[config.mk]
export PLATFORM = sky130hd
export DESIGN_NAME = led_stretch
export DESIGN_NICKNAME = d
export VERILOG_FILES = /design/src/rtl/led_stretch.sv
export SDC_FILE = /design/constraint.sdc
export NUM_CORES = 1
export LEC_CHECK = 0
export ABC_AREA = 0
export CELL_PAD_IN_SITES_DETAIL_PLACEMENT = 1
export CELL_PAD_IN_SITES_GLOBAL_PLACEMENT = 1
export CORE_UTILIZATION = 49
export CTS_CLUSTER_DIAMETER = 100
export CTS_CLUSTER_SIZE = 20
export DETAILED_ROUTE_END_ITERATION = 12
export PLACE_DENSITY_LB_ADDON = 0.1
export SLEW_MARGIN = 20
export SYNTH_ARGS = -nofsm -noshare
export SYNTH_HDL_FRONTEND = slang
export SYNTH_SLANG_ARGS = --single-unit
[constraint.sdc]
create_clock -name clock_160 -period 4 [get_ports clock_160]
set_clock_uncertainty 0.15 [all_clocks]
set_input_delay 1 -clock clock_160 [delete_from_list [all_inputs] [get_ports clock_160]]
set_output_delay 1 -clock clock_160 [all_outputs]
set_load 0.02 [all_outputs]
[src/rtl/led_stretch.sv]
// Per-channel LED pulse stretcher: each activity pulse keeps its LED lit for
// HOLD_TICKS ticks of a shared, free-running millisecond prescaler.
module led_stretch #(
    parameter int WIDTH      = 8,
    parameter int PRESCALE   = 160000,
    parameter int HOLD_TICKS = 50
) (
    input  logic             clock_160,
    input  logic             res,
    input  logic [WIDTH-1:0] led_in,
    input  logic             lamp_test,
    output logic [WIDTH-1:0] led_out,
    output logic             tick
);
    localparam int PRE_W = (PRESCALE > 1) ? $clog2(PRESCALE) : 1;
    localparam int CNT_W = (HOLD_TICKS >= 1) ? $clog2(HOLD_TICKS + 1) : 1;
    localparam logic [PRE_W-1:0] PRE_LAST = PRE_W'(PRESCALE - 1);
    localparam logic [CNT_W-1:0] CNT_LOAD = CNT_W'(HOLD_TICKS);

    generate
        if (PRESCALE < 1 || HOLD_TICKS < 1) begin : g_bad_param
            $error("led_stretch: PRESCALE and HOLD_TICKS must both be at least 1");
        end
    endgenerate

    logic [PRE_W-1:0] pre_r;
    logic [PRE_W-1:0] pre_nxt_s;
    logic             tick_i_s;
    logic             tick_r;
    logic [CNT_W-1:0] cnt_r     [WIDTH];
    logic [CNT_W-1:0] cnt_nxt_s [WIDTH];
    logic [WIDTH-1:0] led_nxt_s;
    logic [WIDTH-1:0] led_out_r;

    // State register: prescaler, hold counters and the registered outputs.
    always_ff @(posedge clock_160) begin
        if (res) begin
            pre_r     <= '0;
            tick_r    <= 1'b0;
            led_out_r <= '0;
            for (int i = 0; i < WIDTH; i++) begin
                cnt_r[i] <= '0;
            end
        end else begin
            pre_r     <= pre_nxt_s;
            tick_r    <= tick_i_s;
            led_out_r <= led_nxt_s;
            for (int i = 0; i < WIDTH; i++) begin
                cnt_r[i] <= cnt_nxt_s[i];
            end
        end
    end

    // Next-state: free-running prescaler; activity reload takes priority over a tick decrement.
    always_comb begin
        tick_i_s = (pre_r == PRE_LAST);
        if (tick_i_s) begin
            pre_nxt_s = '0;
        end else begin
            pre_nxt_s = pre_r + PRE_W'(1);
        end
        for (int i = 0; i < WIDTH; i++) begin
            if (led_in[i]) begin
                cnt_nxt_s[i] = CNT_LOAD;
            end else if (tick_i_s && (cnt_r[i] != '0)) begin
                cnt_nxt_s[i] = cnt_r[i] - CNT_W'(1);
            end else begin
                cnt_nxt_s[i] = cnt_r[i];
            end
        end
    end

    // Output decode: lit while forced, while active, or while the upcoming count is non-zero.
    always_comb begin
        led_nxt_s = '0;
        for (int i = 0; i < WIDTH; i++) begin
            led_nxt_s[i] = lamp_test | led_in[i] | (cnt_nxt_s[i] != '0);
        end
    end

    assign led_out = led_out_r;
    assign tick    = tick_r;
endmodule

==> results.py <==
metrics = {
    "status": {
        "status": "finished, final reports clean",
    },
    "setup_path": {
        "crit_type": "flop to flop",
        "cp_max_fo": 11,
        "crit_required_ps": 4050,
        "cp.arrival_ps": 2990,
        "cp-end-kind": "flop",
        "worst_setup_path_start_kind": "flop",
    },
    "cells_and_area": {
        "syn_to_final_growth_pct": 12.8,
        "fillers": 929,
        "drive_gt1_share_pct": 7.06,
        "final_cells": 598,
        "nets": 520,
        "diodes": 0,
    },
    "synthesis": {
        "synth_cell_types": 56,
        "syn_avg_cell_area_sq_um": 8.35,
        "synth_ff_type": "dfxtp_1",
        "synthArstFlopShare_pct": 0,
        "syn_area_sq_mm": 0.00398,
        "synth_nets": 505,
        "synth-seq-area-share_pct": 37.7,
        "ys_warn_count": 0,
        "synth-seq-cells": 75,
        "synth_edf_count": 0,
        "synthCells": 477,
    },
    "place": {
        "place_inst": 583,
        "dp_hpwl_mm": 7.08,
        "gp_congestion": 0.814,
        "portBuffers": 19,
    },
    "clocking": {
        "cts_num_sinks": 75,
        "cts_root_buf": "clkbuf_8",
        "cts_inserted_buffers": 9,
        "cts_max_path_buffers": 2,
        "cts_setup_buffers": 0,
        "clock_latency_ps": 350,
        "clk_pin_slew_ps": 80,
        "ctsResizeCount": 0,
        "ctsHoldBuffers": 0,
        "cts_tree": "built",
        "htreeDepth": 3,
    },
    "timing": {
        "finalCritPeriodShare_pct": 73.5,
        "hold_viol_final": 0,
        "slew_headroom_pct": 49.3,
        "maxSlewViolCount": 0,
        "fmax_mhz": 340,
        "setup-tns-final_ps": 0,
        "final-setup-viol-count": 0,
        "rsz0062_at_grt": "no",
        "min_period_ps": 2940,
        "tightest_slew_ps": 757,
    },
    "route": {
        "vias": 3448,
        "vias_per_cell": 5.77,
        "wl_mm": 9.85,
        "dr.pass1.iters": 4,
        "dr.first_iter.drc_count": 88,
        "drc": 0,
        "avgRoutedWirePerCell_um": 16.5,
        "antenna_left": 0,
    },
    "global_routing": {
        "grt_max_degree": 34,
        "top_usage_layer": "met2",
        "grt_util_met2_pct": 47.5,
        "grt_use_met1_pct": 28.8,
        "met3_usage_pct": 4.98,
        "antenna_found_initial": 0,
        "grt_overflow": 0,
        "grtUsageTotal_pct": 25.4,
        "grt_pass1_wl_mm": 17.2,
        "grt_pass1_vias": 3721,
    },
    "power_and_ir_drop": {
        "p_leak_uw": 0.00164,
        "powerDensity_mw_per_mm2": 383,
        "power_uw": 1720,
        "ir_drop_mv": 0.304,
    },
    "die": {
        "coreArea_sq_mm": 0.00781,
        "die_w_um": 92.2,
        "die_area_sq_mm": 0.00849,
        "placementRows": 32,
        "initial_utilization_pct": 51.0,
        "io_pins": 20,
        "die_height_um": 92.2,
    },
    "hold_path": {
        "hp-class": "flop to flop",
    },
    "flow_run": {
        "cap_violations": 0,
    },
}
area by class of cell:
| type | instances | area, sq um | share of cell area, % |
|---|---|---|---|
| Timing Repair Buffer | 20 | 193 | 4.29 |
| Tap cell | 102 | 128 | 2.84 |
| Clock buffer | 10 | 138 | 3.06 |
| Clock inverter | 5 | 125 | 2.78 |
| Inverter | 30 | 113 | 2.51 |
| Sequential cell | 75 | 1500 | 33.4 |
| Multi-Input combinational cell | 356 | 2300 | 51.1 |
routing by layer:
layer / share of wire, % / vias up
li1: - / 1697
met1: 45 / 1696
met2: 52 / 40
met3: 2.3 / 15
met4: 1.2 / 0
met5: 0 / -
Yosys cell counts (2+ instances only):
library cell  number  area, sq um
a211oi_1           7         52.6
a21oi_1           19         95.1
a31o_2             2         17.5
a31oi_1            3         18.8
a41oi_1            6         52.6
and3_1             7         43.8
buf_2              3         15.0
clkbuf_1          11         41.3
dfxtp_1           75         1500
ha_1              17          213
inv_1             30          113
mux2_2             3         33.8
mux2i_1            8         80.1
nand2_1           25         93.8
nand3_1           28          140
nand3b_1           5         37.5
nand4_1            9         56.3
nor2_1            72          270
nor2b_1           10         62.6
nor3_1            38          190
nor3_2             2         20.0
nor3_4             2         32.5
nor3b_1            3         22.5
nor4_1             4         25.0
nor4_2             2         25.0
nor4b_1            4         35.0
o211ai_1           2         15.0
o21ai_0            5         25.0
o31a_1             2         17.5
o31ai_1            2         15.0
or3_1              2         12.5
or4b_2             2         20.0
xnor2_1           24          210
xor2_1            21          184
final timing paths:
kind | slack [ps] | depth (start not counted) | end | start
worst max-delay path | 1060 | 6 | led_out[1] | pre_r[12]
worst min-delay path | 330 | 1 | pre_r[0] | pre_r[0]
worst max register to register | 1060 | 6 | led_out[1] | pre_r[12]
worst min register to register | 330 | 1 | pre_r[0] | pre_r[0]
kinds of logic (layout without fill, tap and decap cells):
group | after synthesis | after routing | share of synthesized area (%)
flip-flops | 75 | 75 | 37.7
AO/OA/AOI/OAI | 58 | 58 | 10.1
multiplexers | 11 | 11 | 2.86
AND/OR/NAND/NOR | 225 | 225 | 29.5
adder cells (fa/ha/maj) | 17 | 17 | 5.34
XOR/XNOR | 45 | 45 | 9.90
buffers and inverters | 46 | 65 | 4.65
layout by cell type, fill, tap and decap left out, types with 2 or more instances in the layout:
cell	netlist	routed
mux2_2	3	3
clkbuf_8	0	10
nand3_1	28	28
nor3b_1	3	3
or4b_2	2	2
nor3_4	2	2
dfxtp_1	75	75
nor2b_1	10	10
clkdlybuf4s50_1	0	18
nor4_1	4	4
nor4b_1	4	4
or3_1	2	2
o31a_1	2	2
xnor2_1	24	24
nor2_1	72	72
o211ai_1	2	2
a31oi_1	3	3
nand4_1	9	9
nand2_1	25	25
nand3b_1	5	5
a41oi_1	6	6
ha_1	17	17
bufinv_16	0	4
mux2i_1	8	8
nor3_1	38	38
o21ai_0	5	5
nor4_2	2	2
o31ai_1	2	2
a21oi_1	19	19
a211oi_1	7	7
inv_1	30	30
nor3_2	2	2
xor2_1	21	21
a31o_2	2	2
and3_1	7	7
state kept, by name, indices dropped and copies added, names as in the netlist:
signal and count:
pre_r 18, cnt_r 48, tick 1, led_out 8
through the flow:
step	util [%]	setup WS, ps	hold slack, ps	instance area, sq um
3_5_place_dp	54.2	1040	314	4230
4_1_cts	57.5	1030	331	4490
2_1_floorplan	-	1730	280	3980
3_3_place_gp	54.2	1240	298	4230
6_report	57.5	1060	333	4490
5_1_grt	57.5	886	348	4490
critical path, stage by stage (launching register included):
cell	delay, ps
dfxtp_1	380
and3_1	270
nand3_1	440
nor2_1	760
a21boi_0	270
nor4b_1	360
a41oi_1	160
power by group:
group          leakage (uW)  internal (uW)  total [uW]  switching, uW
registers          0.000616            772         792           19.9
clock network      0.000132            490         768            278
logic              0.000889           67.8         163           94.8
total               0.00164           1330        1720            393
(Power assumes the default switching activity.)
